`src/rtl/lfsr_step_ctrl_pkg.sv`:
```
// lfsr_step_ctrl_pkg: shared state encodings and default constants for the LFSR step controller
package lfsr_step_ctrl_pkg;
  typedef enum logic {ST_IDLE = 1'b0, ST_RUN = 1'b1} state_t;
  localparam int DEF_WIDTH = 8;
  localparam logic [DEF_WIDTH-1:0] DEF_SEED = 8'h1D;
  localparam logic [DEF_WIDTH-1:0] DEF_TAPS = 8'h1D;
endpackage

```
`src/rtl/lfsr_step_ctrl_debounce.sv`:
```
// lfsr_step_ctrl_debounce: 2-flop sync, stability counter and registered press pulse
module lfsr_step_ctrl_debounce #(
  parameter int DB_CYCLES = 16
) (
  input  logic clk,
  input  logic rst,
  input  logic btn,
  output logic rise
);
  localparam int CW = $clog2(DB_CYCLES);
  logic [1:0] sync;
  logic [CW-1:0] cnt;
  logic level;
  always_ff @(posedge clk or negedge rst) begin
    if (!rst) begin
      sync  <= '0;
      cnt   <= '0;
      level <= 1'b0;
      rise  <= 1'b0;
    end else begin
      sync <= {sync[0], btn};
      rise <= 1'b0;
      if (sync[1] == level) cnt <= '0;
      else if (cnt == CW'(DB_CYCLES - 1)) begin
        level <= sync[1];
        cnt   <= '0;
        rise  <= sync[1];
      end else cnt <= cnt + 1'b1;
    end
  end
endmodule

```
`src/rtl/lfsr_step_ctrl.sv`:
```
// lfsr_step_ctrl: debounced step/run/load sequencer for an LFSR or rotate register
module lfsr_step_ctrl
  import lfsr_step_ctrl_pkg::*;
#(
  parameter int WIDTH = DEF_WIDTH,
  parameter logic [WIDTH-1:0] SEED = DEF_SEED,
  parameter logic [WIDTH-1:0] TAPS = DEF_TAPS,
  parameter int DB_CYCLES = 16,
  parameter int RUN_DIV = 1000
) (
  input  logic             clk,
  input  logic             rst,
  input  logic             btn_step,
  input  logic             btn_run,
  input  logic             btn_load,
  input  logic [WIDTH-1:0] sw_seed,
  input  logic             mode_lfsr,
  output logic [WIDTH-1:0] q,
  output logic [15:0]      step_cnt,
  output logic             running,
  output logic             step_pulse
);
  localparam int DW = $clog2(RUN_DIV);
  state_t state;
  logic [DW-1:0] div;
  logic ev_step, ev_run, ev_load, do_step;
  logic [WIDTH-1:0] nxt;
  lfsr_step_ctrl_debounce #(.DB_CYCLES(DB_CYCLES)) u_db_step (.clk(clk), .rst(rst), .btn(btn_step), .rise(ev_step));
  lfsr_step_ctrl_debounce #(.DB_CYCLES(DB_CYCLES)) u_db_run  (.clk(clk), .rst(rst), .btn(btn_run),  .rise(ev_run));
  lfsr_step_ctrl_debounce #(.DB_CYCLES(DB_CYCLES)) u_db_load (.clk(clk), .rst(rst), .btn(btn_load), .rise(ev_load));
  always_comb begin
    nxt     = mode_lfsr ? {^(q & TAPS), q[WIDTH-1:1]} : {q[0], q[WIDTH-1:1]};
    do_step = (state == ST_IDLE) ? ev_step : (div == DW'(RUN_DIV - 1));
  end
  assign running = (state == ST_RUN);
  always_ff @(posedge clk or negedge rst) begin
    if (!rst) begin
      state      <= ST_IDLE;
      div        <= '0;
      q          <= SEED;
      step_cnt   <= '0;
      step_pulse <= 1'b0;
    end else begin
      step_pulse <= 1'b0;
      if (ev_load) begin
        q        <= (sw_seed == '0 && mode_lfsr) ? SEED : sw_seed;
        step_cnt <= '0;
        state    <= ST_IDLE;
        div      <= '0;
      end else if (ev_run) begin
        state <= (state == ST_IDLE) ? ST_RUN : ST_IDLE;
        div   <= '0;
      end else if (do_step) begin
        q          <= nxt;
        step_cnt   <= step_cnt + 16'd1;
        step_pulse <= 1'b1;
        div        <= '0;
      end else if (state == ST_RUN) div <= div + 1'b1;
    end
  end
endmodule

```
`config.mk`:
```
export PLATFORM = sky130hd
export DESIGN_NAME = lfsr_step_ctrl
export DESIGN_NICKNAME = d
export VERILOG_FILES = /design/src/rtl/lfsr_step_ctrl_pkg.sv /design/src/rtl/lfsr_step_ctrl_debounce.sv /design/src/rtl/lfsr_step_ctrl.sv
export SDC_FILE = /design/constraint.sdc
export NUM_CORES = 1
export LEC_CHECK = 0
export CAP_MARGIN = 40
export CORE_UTILIZATION = 61
export CTS_BUF_LIST = sky130_fd_sc_hd__clkbuf_4 sky130_fd_sc_hd__clkbuf_8
export CTS_CLUSTER_DIAMETER = 200
export DETAILED_ROUTE_END_ITERATION = 7
export PLACE_DENSITY = 0.87
export SLEW_MARGIN = 20
export SYNTH_ARGS = -nofsm -noshare
export SYNTH_HDL_FRONTEND = slang
export SYNTH_HIERARCHICAL = 1
export SYNTH_SLANG_ARGS = --single-unit
```
`constraint.sdc`:
```
create_clock -name clk -period 3.58 [get_ports clk]
set_input_delay 0.716 -clock clk [delete_from_list [all_inputs] [get_ports clk]]
set_output_delay 0.716 -clock clk [all_outputs]
set_load 0.005 [all_outputs]
```
* Word-level counts from Yosys, hierarchy flattened
Index checks and enable logic that the tools add are counted.
** Word-level totals
- Output and inout bits :: 26
- Logic and storage cells :: 74
- Register bits :: 60
** Operators by class
- Bitwise gates (word level) :: 3
- Add/subtract/negate cells :: 5
- Muxes and demuxes :: 31
- Equality and inequality tests :: 8
- Reduce and logical (&&, ||, !) cells :: 10
** Operators by type and width (number)
- $mux 16 :: 3
- $mux 10 :: 4
- $mux 8 :: 5
- $mux 4 :: 6
- $add 16x1->16 const B :: 1
- $mux 1 :: 13
- $add 4x1->4 const B :: 3
- $eq 4x4->1 const B :: 3
- $add 10x1->10 const B :: 1
- $eq 10x10->1 const B :: 1
- $logic_not 8->1 :: 1
- $reduce_and 2->1 :: 4
- $reduce_xor 8->1 :: 1
- $reduce_bool 2->1 :: 2
- $reduce_bool 4->1 :: 1
- $eq 1x1->1 :: 3
- $not 1->1 :: 3
- $ne 2x1->1 const B :: 1
- $logic_and 1x1->1 :: 1

* Longest topological paths before layout
- Word-level depth :: 5
- Mapped depth :: 8

* Hierarchy
Netlist, hierarchy kept.
** Modules (own cells, without submodules)
- lfsr_step_ctrl :: cells an instance 223, instances 1, sequential area each 905.9 µm², area each 2159.6 µm²
- lfsr_step_ctrl_debounce :: cells an instance 20, instances 3, sequential area each 200.2 µm², area each 302.8 µm²

* Least setup slack after synthesis
No wires, ideal clock.
- Path kind :: input to register
- From :: input sw_seed[5]
- To :: register q[0]
- Setup time :: 0.081 ns
- Stages on the path :: 3
- Buffers on the path :: 0
- Arrival time :: 1.788 ns
- Slack :: 1.711 ns
- Cell sequence :: or4b_4 -> or3_1 -> a32oi_1
** Between the ends
- Longest elaborated chain between the ends :: 4
** Ends and longest elaborated chain
- start, declared :: RTL line lfsr_step_ctrl.sv:16 : input logic [WIDTH-1:0] sw_seed,
- $logic_not 8->1 :: RTL line lfsr_step_ctrl.sv:46 : q <= (sw_seed == '0 && mode_lfsr) ? SEED : sw_seed;
- $logic_and 1x1->1 :: RTL line lfsr_step_ctrl.sv:46
- $mux 8 :: RTL line lfsr_step_ctrl.sv:46
- $mux 8 :: RTL line lfsr_step_ctrl.sv:45 : if (ev_load) begin
- end signal, assigned :: RTL line lfsr_step_ctrl.sv:46
- end signal, assigned :: RTL line lfsr_step_ctrl.sv:54 : q <= nxt;
- end, declared :: RTL line lfsr_step_ctrl.sv:18 : output logic [WIDTH-1:0] q,
Every way passes these cells.
A chain may end at the register's enable or synchronous reset.

* Final worst setup path
- From :: register state (netlist: running)
- To :: register step_cnt[15]
** Between the ends
- Longest elaborated chain between the ends :: 3
** Ends and longest elaborated chain
- start, declared :: RTL line lfsr_step_ctrl.sv:24 : state_t state;
- start signal, assigned :: RTL line lfsr_step_ctrl.sv:51 : state <= (state == ST_IDLE) ? ST_RUN : ST_IDLE;
- $mux 1 :: RTL line lfsr_step_ctrl.sv:33 : do_step = (state == ST_IDLE) ? ev_step : (div == DW'(RUN_DIV - 1));
- $reduce_bool 2->1 (no source line)
- $reduce_and 2->1 (no source line)
- end signal, assigned :: RTL line lfsr_step_ctrl.sv:55 : step_cnt <= step_cnt + 16'd1;
- end, declared :: RTL line lfsr_step_ctrl.sv:19 : output logic [15:0] step_cnt,
Every way passes these cells.

==> impl_metrics.tcl <==
set metrics [dict create \
    io-pin-count 40 \
    avgViaCountPerCell 5.97 \
    pre_cts_ws_ns 1.15 \
    synth-seq-area-share_pct 49.1 \
    peakVddDrop_v 0.000356 \
    dieArea_mm2 0.00532 \
    drive_gt1_share_pct 15.3 \
    num_vias 2347 \
    diodes 0 \
    port_buffers 39 \
    syn_area_per_cell_um2 10.8 \
    rrSetupSlack_ns 1.38 \
    end_kind "flip-flop" \
    grt_remaining_overflow 0 \
    first_global_vias 2194 \
    maxCapViolations 0 \
    cts_tree "built" \
    setup_tns_ns 0 \
    syn_nets 302 \
    timing.final.crit_share_pct 61.6 \
    crit_fanout 22 \
    ctsResizeCount 0 \
    antenna_found_initial 0 \
    p_leak_nw 1.60 \
    cts_setup_buffers 0 \
    grt_usage_pct 26.2 \
    numCtsBuffers 9 \
    skew_ns 0.00774 \
    criticalPathCategory "flip-flop to flip-flop" \
    worst_ep_arrival_time_ns 2.42 \
    synthArstFlopShare_pct 100 \
    dieWidth_um 72.9 \
    grt_pass1_wl_um 10200 \
    holdBufCountCts 0 \
    grt_setup_unrepaired "no" \
    critPathRequiredTime_ns 3.79 \
    htreeDepth 3 \
    routabilityCongestion 0.812 \
    coreArea_mm2 0.00479 \
    fillers 306 \
    row_count 25 \
    drt_iter0_drc 166 \
    ys_seq_elements 60 \
    fmaxAchievable_mhz 454 \
    synth_warnings 6 \
    clk_path_buf_depth 2 \
    syn2layout_area_growth_pct 21.6 \
    netlist_area_mm2 0.00307 \
    cp-startpoint "running$_DFFE_PN0P_" \
    status "complete, no violations" \
    chipHeight_um 72.9 \
    synth_flop_cell "dfrtp_1" \
    initial_core_util_pct 64.1 \
    wl_per_cell_um 15.9 \
    syn_inst 283 \
    drt_pre_antenna_iters 4 \
    r2r_start "running$_DFFE_PN0P_" \
    hold_class "primary input to async pin" \
    cts.clk_slew.worst_paths_ns 0.07 \
    drcViolationCount 0 \
    dp_hpwl_um 4140 \
    start_kind "flip-flop" \
    finalCriticalPeriod_ns 2.20 \
    drtAntennaViolNets 0 \
    clk_latency_ns 0.33 \
    clock-sinks 60 \
    nets 340 \
    grt_max_degree 33 \
    fin_ws_ns 1.38 \
    final_hold_viol_count 0 \
    powerDensity_mw_per_mm2 392 \
    synth_edf_count 0 \
    setup_viol 0 \
    cts-root-buf "clkbuf_8" \
    r2r_cells 4 \
    dpl-instance-area_mm2 0.00348 \
    maxSlewHeadroom_pct 46.9 \
    synth_cell_types 51 \
    stdcell_area_mm2 0.00373 \
    worstReg2RegEnd "step_cnt[15]$_DFFE_PN0P_" \
    maxSlewViolCount 0 \
    worst_pin_slew_ns 0.796 \
    finalWirelength_um 6250 \
]
==> placed cells by master, fill, tap and decap left out, drive strengths merged, types with 2 or more instances in the layout <==
cell / count
nand2: 8
clkdlybuf4s50: 38
nand3: 11
nand4: 10
and4: 4
nand2b: 3
nor2b: 23
nor3: 6
or3: 2
a32oi: 2
dfstp: 4
dfrtp: 56
mux2: 17
nor2: 33
nand4b: 2
xor2: 6
clkinv: 2
a31oi: 8
and3: 3
o21ai: 11
xnor2: 11
a21oi: 11
ha: 5
a211oi: 6
buf: 5
a311oi: 3
bufinv: 2
clkbuf: 12
a21o: 3
nor3b: 6
==> worst max path at each step <==
stage	cells after the start	end	slack (ns)
after floorplan	3	q[0]$_DFFE_PN1P_	1.71
after global placement	5	q[3]$_DFFE_PN1P_	1.23
after detailed placement	5	q[3]$_DFFE_PN1P_	1.15
after CTS	4	step_cnt[15]$_DFFE_PN0P_	1.41
after global routing	5	step_cnt[7]$_DFFE_PN0P_	1.29
final	4	step_cnt[15]$_DFFE_PN0P_	1.38
==> where the power goes <==
group	switching [mW]	internal (mW)	total (mW)
sequential	0.0109	0.691	0.701
combinational	0.0297	0.0296	0.0593
clock	0.255	0.447	0.701
==> critical path: stages, from the launching register on <==
cell	delay, ns
dfrtp_1	0.55
and3_1	0.33
nand3_2	0.44
a211oi_1	0.40
mux2_2	0.36
==> flip-flops by register name, indices dropped and copies added (netlist names), 2 cells and up <==
register	cells
step_cnt	16
div	10
q	8
u_db_load/cnt	4
u_db_run/cnt	4
u_db_step/cnt	4
u_db_load/sync	2
u_db_run/sync	2
u_db_step/sync	2
==> logic make-up (layout without fill, tap and decap cells) <==
| kind of cell | count (synthesis) | in the layout | synth area share [%] |
|---|---|---|---|
| AND/OR/NAND/NOR | 115 | 115 | 22.2 |
| flip-flops | 60 | 60 | 49.1 |
| multiplexers | 18 | 18 | 6.93 |
| buffers and inverters | 17 | 60 | 3.10 |
| adder cells (fa/ha/maj) | 5 | 5 | 2.04 |
| XOR/XNOR | 18 | 18 | 5.63 |
| AO/OA/AOI/OAI | 50 | 50 | 11.0 |
==> through the flow <==
stage / std cells / total power, mW / utilization [%] / hold slack, ns
after floorplan: 283 / 0.734 / - / 0.331
after global placement: 375 / 0.768 / 72.3 / 0.332
after detailed placement: 376 / 0.773 / 72.7 / 0.337
after CTS: 392 / 1.48 / 77.6 / 0.264
after global routing: 393 / 1.51 / 78.0 / 0.279
final: 393 / 1.46 / 78.0 / 0.271
==> routing by layer <==
metal / GRT usage (%) / vias up / part of all wire, %
met3: 6.35 / 10 / 4.6
met4: 10.7 / 0 / 1.9
li1: - / 1098 / -
met5: 0 / - / 0
met2: 43.6 / 76 / 51
met1: 33.1 / 1163 / 43
==> cell usage after synthesis (5+ instances only) <==
library cell | count | area share [%]
a21oi_1 | 11 | 1.8
a31oi_1 | 8 | 1.6
clkbuf_1 | 6 | 0.73
dfrtp_1 | 56 | 46
ha_1 | 5 | 2.0
mux2_2 | 10 | 3.7
nand2_1 | 8 | 0.98
nand3_1 | 7 | 1.1
nand4_1 | 10 | 2.0
nor2_1 | 33 | 4.0
nor2b_1 | 22 | 4.5
nor3_1 | 6 | 0.98
nor3b_1 | 6 | 1.5
o21ai_0 | 9 | 1.5
xnor2_1 | 11 | 3.1
xor2_1 | 6 | 1.7
==> layout make-up <==
type | count | area, um^2 | share of cell area [%]
timing repair buffer | 43 | 435 | 11.7
clock inverter | 4 | 70.1 | 1.88
sequential | 60 | 1510 | 40.4
tap | 67 | 83.8 | 2.25
multi-input combinational | 206 | 1470 | 39.3
inverter | 1 | 3.75 | 0.101
clock buffer | 12 | 165 | 4.43
Note: power is estimated with default switching activity, not from simulation.
